[config.mk]
export PLATFORM = sky130hd
export DESIGN_NAME = dbus_lsu
export DESIGN_NICKNAME = d
export VERILOG_FILES = /design/src/rtl/dbus_lsu.sv
export SDC_FILE = /design/constraint.sdc
export NUM_CORES = 1
export LEC_CHECK = 0
export ABC_AREA = 1
export BUFFER_PORTS_ARGS = -buffer_cell sky130_fd_sc_hd__buf_2
export CAP_MARGIN = 20
export CORE_ASPECT_RATIO = 1.5
export CORE_MARGIN = 2
export CORE_UTILIZATION = 35
export CTS_CLUSTER_DIAMETER = 200
export DETAILED_ROUTE_END_ITERATION = 7
export PLACE_DENSITY_LB_ADDON = 0.15
export SLEW_MARGIN = 20
export SYNTH_ARGS = -nofsm -noshare
export SYNTH_HDL_FRONTEND = slang
export SYNTH_SLANG_ARGS = --single-unit
export TNS_END_PERCENT = 1
[constraint.sdc]
create_clock -name clk -period 1.71 [get_ports clk]
set_input_delay 0.0855 -clock clk [delete_from_list [all_inputs] [get_ports clk]]
set_output_delay 0.0855 -clock clk [all_outputs]
set_load 0.005 [all_outputs]
[src/rtl/dbus_lsu.sv]
// dbus_lsu: memory-stage load/store unit; one op -> one dbus request, handshake, lane extract/extend.
// Optional misalignment fault checking is enabled by defining DBUS_LSU_ALIGN_CHECK_EN.
module dbus_lsu #(
  parameter int MAX_WAIT = 0
) (
  input  logic        clk,
  input  logic        resetn,
  input  logic        op_valid,
  input  logic        op_store,
  input  logic [1:0]  op_size,
  input  logic        op_unsigned,
  input  logic [31:0] op_addr,
  input  logic [31:0] op_wdata,
  output logic        dreq_valid,
  output logic [31:0] dreq_addr,
  output logic [2:0]  dreq_size,
  output logic [3:0]  dreq_strobe,
  output logic [31:0] dreq_data,
  input  logic        dresp_addr_ok,
  input  logic        dresp_data_ok,
  input  logic [31:0] dresp_data,
  output logic        busy,
  output logic        done,
  output logic [31:0] rdata,
  output logic        err
);
  localparam logic [1:0] IDLE = 2'd0;
  localparam logic [1:0] REQ  = 2'd1;
  localparam logic [1:0] WAIT = 2'd2;
  localparam logic [1:0] DONE = 2'd3;
  localparam logic [2:0] MSIZE1 = 3'd0;
  localparam logic [2:0] MSIZE2 = 3'd1;
  localparam logic [2:0] MSIZE4 = 3'd2;
  localparam logic [7:0] WAIT_LAST = 8'(MAX_WAIT - 1);
  logic [1:0]  state;
  logic [1:0]  off;
  logic [1:0]  off_n;
  logic        load_uns;
  logic        store;
  logic [7:0]  cnt;
  logic        is_b;
  logic        is_h;
  logic        mis;
  logic        timeout;
  logic [2:0]  size_n;
  logic [3:0]  strobe_n;
  logic [31:0] data_n;
  logic [31:0] shifted;
  logic [31:0] load_val;
  assign dreq_valid = state == REQ;
  assign busy = state != IDLE;
  assign done = state == DONE;
  assign timeout = (MAX_WAIT > 0) && (cnt == WAIT_LAST);
  // decode the incoming op into lane offset, bus size, byte strobe and replicated store data
  always_comb begin
    is_b = op_size == 2'd0;
    is_h = op_size == 2'd1;
    off_n = is_b ? op_addr[1:0] : is_h ? {op_addr[1], 1'b0} : 2'b00;
    size_n = is_b ? MSIZE1 : is_h ? MSIZE2 : MSIZE4;
    strobe_n = !op_store ? 4'b0000 : is_b ? 4'b0001 << off_n : is_h ? 4'b0011 << off_n : 4'b1111;
    data_n = is_b ? {4{op_wdata[7:0]}} : is_h ? {2{op_wdata[15:0]}} : op_wdata;
`ifdef DBUS_LSU_ALIGN_CHECK_EN
    mis = (is_h & op_addr[0]) | (!is_b & !is_h & |op_addr[1:0]);
`else
    mis = 1'b0;
`endif
  end
  // pull the addressed lane down to bit 0 and sign/zero-extend it
  always_comb begin
    shifted = dresp_data >> {off, 3'b000};
    load_val = dreq_size == MSIZE1 ? {{24{~load_uns & shifted[7]}}, shifted[7:0]}
             : dreq_size == MSIZE2 ? {{16{~load_uns & shifted[15]}}, shifted[15:0]}
             : shifted;
  end
  // op sequencer: latch in IDLE, hold request until addr_ok, wait for data_ok or watchdog, pulse done
  always_ff @(posedge clk) begin
    if (!resetn) begin
      state <= IDLE;
      rdata <= '0;
      err <= 1'b0;
      cnt <= '0;
      off <= '0;
      load_uns <= 1'b0;
      store <= 1'b0;
      dreq_addr <= '0;
      dreq_size <= MSIZE1;
      dreq_strobe <= '0;
      dreq_data <= '0;
    end else begin
      case (state)
        IDLE: if (op_valid) begin
          dreq_addr <= {op_addr[31:2], 2'b00};
          dreq_size <= size_n;
          dreq_strobe <= strobe_n;
          dreq_data <= data_n;
          off <= off_n;
          load_uns <= op_unsigned;
          store <= op_store;
          state <= mis ? DONE : REQ;
          if (mis) begin
            rdata <= '0;
            err <= 1'b1;
          end
        end
        REQ: if (dresp_addr_ok) begin
          state <= dresp_data_ok ? DONE : WAIT;
          cnt <= '0;
          if (dresp_data_ok) begin
            rdata <= store ? '0 : load_val;
            err <= 1'b0;
          end
        end
        WAIT: begin
          cnt <= cnt + 8'd1;
          if (dresp_data_ok || timeout) begin
            state <= DONE;
            rdata <= (store || !dresp_data_ok) ? '0 : load_val;
            err <= !dresp_data_ok;
          end
        end
        default: state <= IDLE;
      endcase
    end
  end
endmodule

==> results.ini, run 1 <==
[status]
status = finished clean

[sta]
fin_ws_ns = 0.0907
fin_crit_ns = 1.62
rsz0062_at_grt = yes
maxSlewViolCount = 0
hold_slack_ns = 0.00944
finClkSkew_ns = 0.00732
period_share = 0.947
fmax_mhz = 618
finalSetupViolCount = 0
tns_ns = 0
hold_viol_final = 0

[worst_setup_path]
path_buf_inv = 3
end_kind = flop
critPathTopFamily = buffers and inverters
crit_arrival_ns = 1.89
crit_type = reg2reg
slowest_delay_ns = 0.34
crit_fanout = 8
startpoint_type = flop
slowest_stage = dfxtp_2
crit_required_ns = 1.99
cp_cell_sequence = inv_1 > ha_2 > nand2_2 > o21ai_2 > nor3_4 > buf_12 > buf_4 > o211ai_1 > a21oi_1

[grt]
overflow = 0
grt_pass1_vias = 5251
grtUsageTotal = 0.209
met1_usage = 0.236
antenna_found_initial = 1
grt_use_met2 = 0.379
globalRouteMet3Util = 0.0453
grt_busiest_layer = met2
grt_max_degree = 51
grt_pass1_wl_mm = 25.2

[power_and_ir_drop]
clkPwrFrac = 0.239
power.leakage_nw = 3.49
cellPowerDensity_nw_per_um2 = 1410
pwr-share-seq = 0.359
sw_frac_of_total = 0.368
combPwrFrac = 0.403
ir_worst_vdd_mv = 0.648
p_int_mw = 6.10
p_switching_mw = 3.56

[placed_design]
post-place-ws_ns = 0.0387
gp_congestion = 0.914
port-buffer-count = 208
dp_hpwl_mm = 11.3

[final_layout]
multi_input_area_um2 = 2360
fillers = 1494
drive_gt1_frac = 0.290
regArea_um2 = 2150
antennaDiodeCount = 0
nets = 1043
syn_to_final_growth_pct = 38.1

[floorplan]
core_area_um2 = 13900
die_h_um = 150
die_w_um = 101
ioPinCount = 212
start_util = 0.355
core.rowCount = 53
design.die.area_um2 = 15100

[clock_tree]
clock_sinks = 107
clockBufferDepth = 2
numCtsBuffers = 9
clk_pin_slew_ns = 0.07
clock_latency_ns = 0.34
htree_levels = 3
clock-root-buffer = clkbuf_16
cts_tree = yes

[drt]
firstDrtPassIters = 4
postRouteAntennaNets = 0
drc = 0
drt_wl_total_mm = 16.0
wl_per_cell_um = 14.5
route.vias.total = 5313
via_per_inst = 4.82
drt-initial-drc-count = 153

[synthesis]
synth-seq-area-share = 0.433
yosys_warnings = 0
syn_inst = 712
ys_ff_latch = 107
ys_types = 27
syn_avg_cell_area_um2 = 6.95
synth_area_um2 = 4950

[min_path]
hp-class = in2reg

[job]
maxCapViolCount = 0

cells in the final DEF, fill, tap and decap left out, drive strengths merged:
master	synthesis	layout
o211ai	24	24
a211oi	1	1
buf	25	230
inv	63	65
clkinv	0	1
a21oi	32	32
bufinv	0	2
dfxtp	107	107
clkbuf	25	11
o21ai	76	76
nand2	136	137
conb	1	3
dlygate4sd3	0	27
nor2	161	161
nor3	1	1
o21bai	1	1
ha	5	5
o221a	8	8
nand3	37	37
o221ai	9	9
stage by stage:
step	instances	instance area (µm²)	util	total power, mW
after detailed placement	1057	6180	0.444	7.26
after global routing	1103	6830	0.491	10.4
final	1103	6830	0.491	9.66
after floorplan	714	4960	-	5.78
after global placement	1057	6180	0.444	7.25
after CTS	1100	6770	0.486	9.63
power groups by stage:
| stage | Combinational, mW | Clock, mW | Sequential, mW |
|---|---|---|---|
| final | 3.89 | 2.31 | 3.47 |
| after global routing | 4.44 | 2.45 | 3.55 |
| after CTS | 3.80 | 2.37 | 3.47 |
| after detailed placement | 3.75 | 0 | 3.51 |
| after global placement | 3.74 | 0 | 3.51 |
| after floorplan | 2.25 | 0 | 3.53 |
cells in the mapped netlist (all sizes together):
library cell / number / area [µm²]
nor3: 1 / 16.3
a211oi: 1 / 7.51
inv: 63 / 236
o221a: 8 / 90.1
nor2: 161 / 604
ha: 5 / 62.6
o21bai: 1 / 7.51
clkbuf: 25 / 93.8
nand2: 136 / 533
o221ai: 9 / 78.8
o21ai: 76 / 380
o211ai: 24 / 180
buf: 25 / 144
dfxtp: 107 / 2140
a21oi: 32 / 160
conb: 1 / 3.75
nand3: 37 / 208
routing by layer:
layer  wire length [µm]  share of wire
met1               6390           0.40
met3                950          0.059
met4                464          0.029
met2               8160           0.51
met5                  0              0
worst paths after layout:
path / startpoint / end / slack, ns / cells after the start
setup / recovery: state[1]$_SDFFE_PN0P_ / rdata[2]$_SDFFE_PN0P_ / 0.09 / 9
hold / removal: op_addr[12] / dreq_addr[12]$_SDFFE_PN0P_ / 0.009 / 3
setup reg to reg: state[1]$_SDFFE_PN0P_ / rdata[2]$_SDFFE_PN0P_ / 0.09 / 9
hold reg to reg: err$_SDFFE_PN0P_ / err$_SDFFE_PN0P_ / 0.45 / 2
flip-flops by register name, indices dropped and copies added, names as in the netlist:
name         count
dreq_size        2
store            1
dreq_addr       30
dreq_strobe      4
state            2
load_uns         1
err              1
rdata           32
dreq_data       32
off              2
final cells by class:
type,count,area share
Multi-Input combinational cell,495,0.346
Sequential cell,107,0.314
Timing Repair Buffer,257,0.228
Clock buffer,11,0.0355
Inverter,63,0.0350
Tap cell,165,0.0302
Clock inverter,5,0.0121
cell families (layout without fill, tap and decap cells):
group / Yosys count / in the layout / share of synthesized area
simple gates: 335 / 336 / 0.275
compound gates: 151 / 151 / 0.183
buf+inv: 113 / 336 / 0.0958
flops: 107 / 107 / 0.433
fa+ha+maj: 5 / 5 / 0.0126
other cells: 1 / 3 / 0.000758
worst min-delay path: cells and delay by family:
family	cells	cell delay (ns)
compound gates	1	0.07
buf+inv	1	0.08
simple gates	1	0.08
repair_timing:
action / 4_1_cts / 5_1_grt
buffers inserted: 0 / 1
setup endpoints to repair: 0 / 45
hold endpoints to repair: 27 / 0
hold buffers: 27 / 0
gates resized for setup: 0 / 12
Power figures use the tool's default switching activity.
==> inputs of run 2 (changes only) <==
--- a/config.mk
+++ b/config.mk
@@ -7,9 +7,7 @@
 export LEC_CHECK = 0
 export ABC_AREA = 1
 export BUFFER_PORTS_ARGS = -buffer_cell sky130_fd_sc_hd__buf_2
-export CAP_MARGIN = 20
 export CORE_ASPECT_RATIO = 1.5
-export CORE_MARGIN = 2
 export CORE_UTILIZATION = 35
 export CTS_CLUSTER_DIAMETER = 200
 export DETAILED_ROUTE_END_ITERATION = 7
==> run 2 against run 1 <==
Critical path type unchanged. Worst setup slack better by 0.050 ns. Via count about the same. Critical endpoint is now rdata[13]$_SDFFE_PN0P_. Sequential share of layout area up 0.098 points. Core utilization up 0.79 points. Sequential power about the same. Combinational power about the same. Highest routed layer unchanged. Clock power down 12%.
==> results.ini, run 2 (synthesized netlist as in run 1, its figures left out) <==
[drt]
firstDrtPassIters = 4
route.vias.total = 5312
postRouteAntennaNets = 0
drt-initial-drc-count = 178
via_per_inst = 4.82
drc = 0
drt_wl_total_mm = 15.6
wl_per_cell_um = 14.2

[worst_setup_path]
startpoint_type = flop
r2r_slack_ns = 0.14
crit_required_ns = 1.99
crit_type = reg2reg
crit_fanout = 16
end_kind = flop
r2r-start = state[1]$_SDFFE_PN0P_
rr_worst_depth = 9
worstReg2RegEnd = rdata[13]$_SDFFE_PN0P_
crit_arrival_ns = 1.85

[power_and_ir_drop]
p_switching_mw = 3.60
power.leakage_nw = 3.48
p_total_mw = 9.40
pwr-share-seq = 0.368
sw_frac_of_total = 0.383
clkPwrFrac = 0.216
ir_worst_vdd_mv = 0.628
p_int_mw = 5.80
combPwrFrac = 0.415
cellPowerDensity_nw_per_um2 = 1380

[floorplan]
die_h_um = 148
core_area_um2 = 13700
start_util = 0.362
die_w_um = 99.1
design.die.area_um2 = 14600
ioPinCount = 212
core.rowCount = 52

[final_layout]
syn_to_final_growth_pct = 37.6
final_cell_mix = buf_2, nor2_1, nand2_1
stdcell_area_um2 = 6810
drive_gt1_frac = 0.292
nets = 1044
utilization = 0.499
multi_input_area_um2 = 2370
fin_cells = 1101
largest_registers = dreq_data (32), rdata (32), dreq_addr (30)
final_common_cell = buf_2
regArea_um2 = 2150
antennaDiodeCount = 0
fillers = 1476

[grt]
overflow = 0
grt_max_degree = 48
grt_pass1_wl_mm = 24.4
grtUsageTotal = 0.212
grt_pass1_vias = 5132
antenna_found_initial = 0

[sta]
maxSlewViolCount = 0
finClkSkew_ns = 0.00771
period_share = 0.918
fin_crit_ns = 1.57
finalSetupViolCount = 0
fin_ws_ns = 0.141
fmax_mhz = 637
hold_viol_final = 0
hold_slack_ns = 0.0173
tns_ns = 0

[min_path]
min_from = op_wdata[5]
whs_path_depth = 3
hold_path_end = dreq_data[5]$_SDFFE_PN0P_
hp-class = in2reg

[clock_tree]
clock-root-buffer = clkbuf_16
clockBufferDepth = 2
numCtsBuffers = 9
cts_tree = yes
clock_sinks = 107
clock_latency_ns = 0.34
htree_levels = 3
clk_pin_slew_ns = 0.08

[job]
maxCapViolCount = 0

[status]
status = finished clean

[placed_design]
place_area_um2 = 6170
port-buffer-count = 208
post-place-ws_ns = 0.0677
dp.cells = 1054
gp_congestion = 0.833
dp_hpwl_mm = 11.1

==> run 2: what timing repair did <==
action | in CTS | in global routing
setup buffers | 0 | 1
hold buffers | 28 | 0
setup endpoints to repair | 0 | 29
endpoints found under the hold margin | 28 | 0
gates resized for setup | 0 | 12
==> run 2: power groups by stage <==
| stage | clock (mW) | combinational (mW) | sequential (mW) |
|---|---|---|---|
| after floorplan | 0 | 2.25 | 3.53 |
| after global placement | 0 | 3.74 | 3.51 |
| after detailed placement | 0 | 3.76 | 3.51 |
| after CTS | 2.10 | 3.81 | 3.47 |
| after global routing | 2.19 | 4.41 | 3.54 |
| final | 2.03 | 3.91 | 3.46 |
==> run 2: metal layers <==
metal | routed length, µm | track usage | part of all wire | vias to the layer above
li1 | - | - | - | 2739
met1 | 6130 | 0.228 | 0.39 | 2393
met2 | 8320 | 0.398 | 0.53 | 159
met3 | 846 | 0.0463 | 0.054 | 21
met4 | 340 | 0.0809 | 0.022 | 0
met5 | 0 | 0 | 0 | -
==> run 2: area by class of cell <==
cell class | instances | area share
Clock buffer | 9 | 0.0331
Timing Repair Buffer | 258 | 0.231
Multi-Input combinational cell | 495 | 0.348
Clock inverter | 7 | 0.00882
Tap cell | 162 | 0.0298
Sequential cell | 107 | 0.315
Inverter | 63 | 0.0351
==> run 2: worst max path at each step <==
stage | cells past startpoint | endpoint | slack (ns) | startpoint
after floorplan | 10 | rdata[23]$_SDFFE_PN0P_ | 0.11 | state[0]$_SDFFE_PN0P_
after global placement | 9 | rdata[23]$_SDFFE_PN0P_ | 0.10 | state[0]$_SDFFE_PN0P_
after detailed placement | 9 | rdata[23]$_SDFFE_PN0P_ | 0.07 | state[0]$_SDFFE_PN0P_
after CTS | 9 | rdata[23]$_SDFFE_PN0P_ | 0.05 | state[0]$_SDFFE_PN0P_
after global routing | 9 | rdata[13]$_SDFFE_PN0P_ | -0.01 | state[0]$_SDFFE_PN0P_
final | 9 | rdata[13]$_SDFFE_PN0P_ | 0.14 | state[1]$_SDFFE_PN0P_
==> run 2: critical path, stage by stage, from the launching register on <==
cell and delay, ns:
dfxtp_2 0.34, inv_1 0.07, ha_2 0.20, nand2_2 0.10
o21ai_2 0.08, nor3_4 0.18, buf_6 0.14, buf_12 0.14
o211ai_1 0.09, a21oi_1 0.15
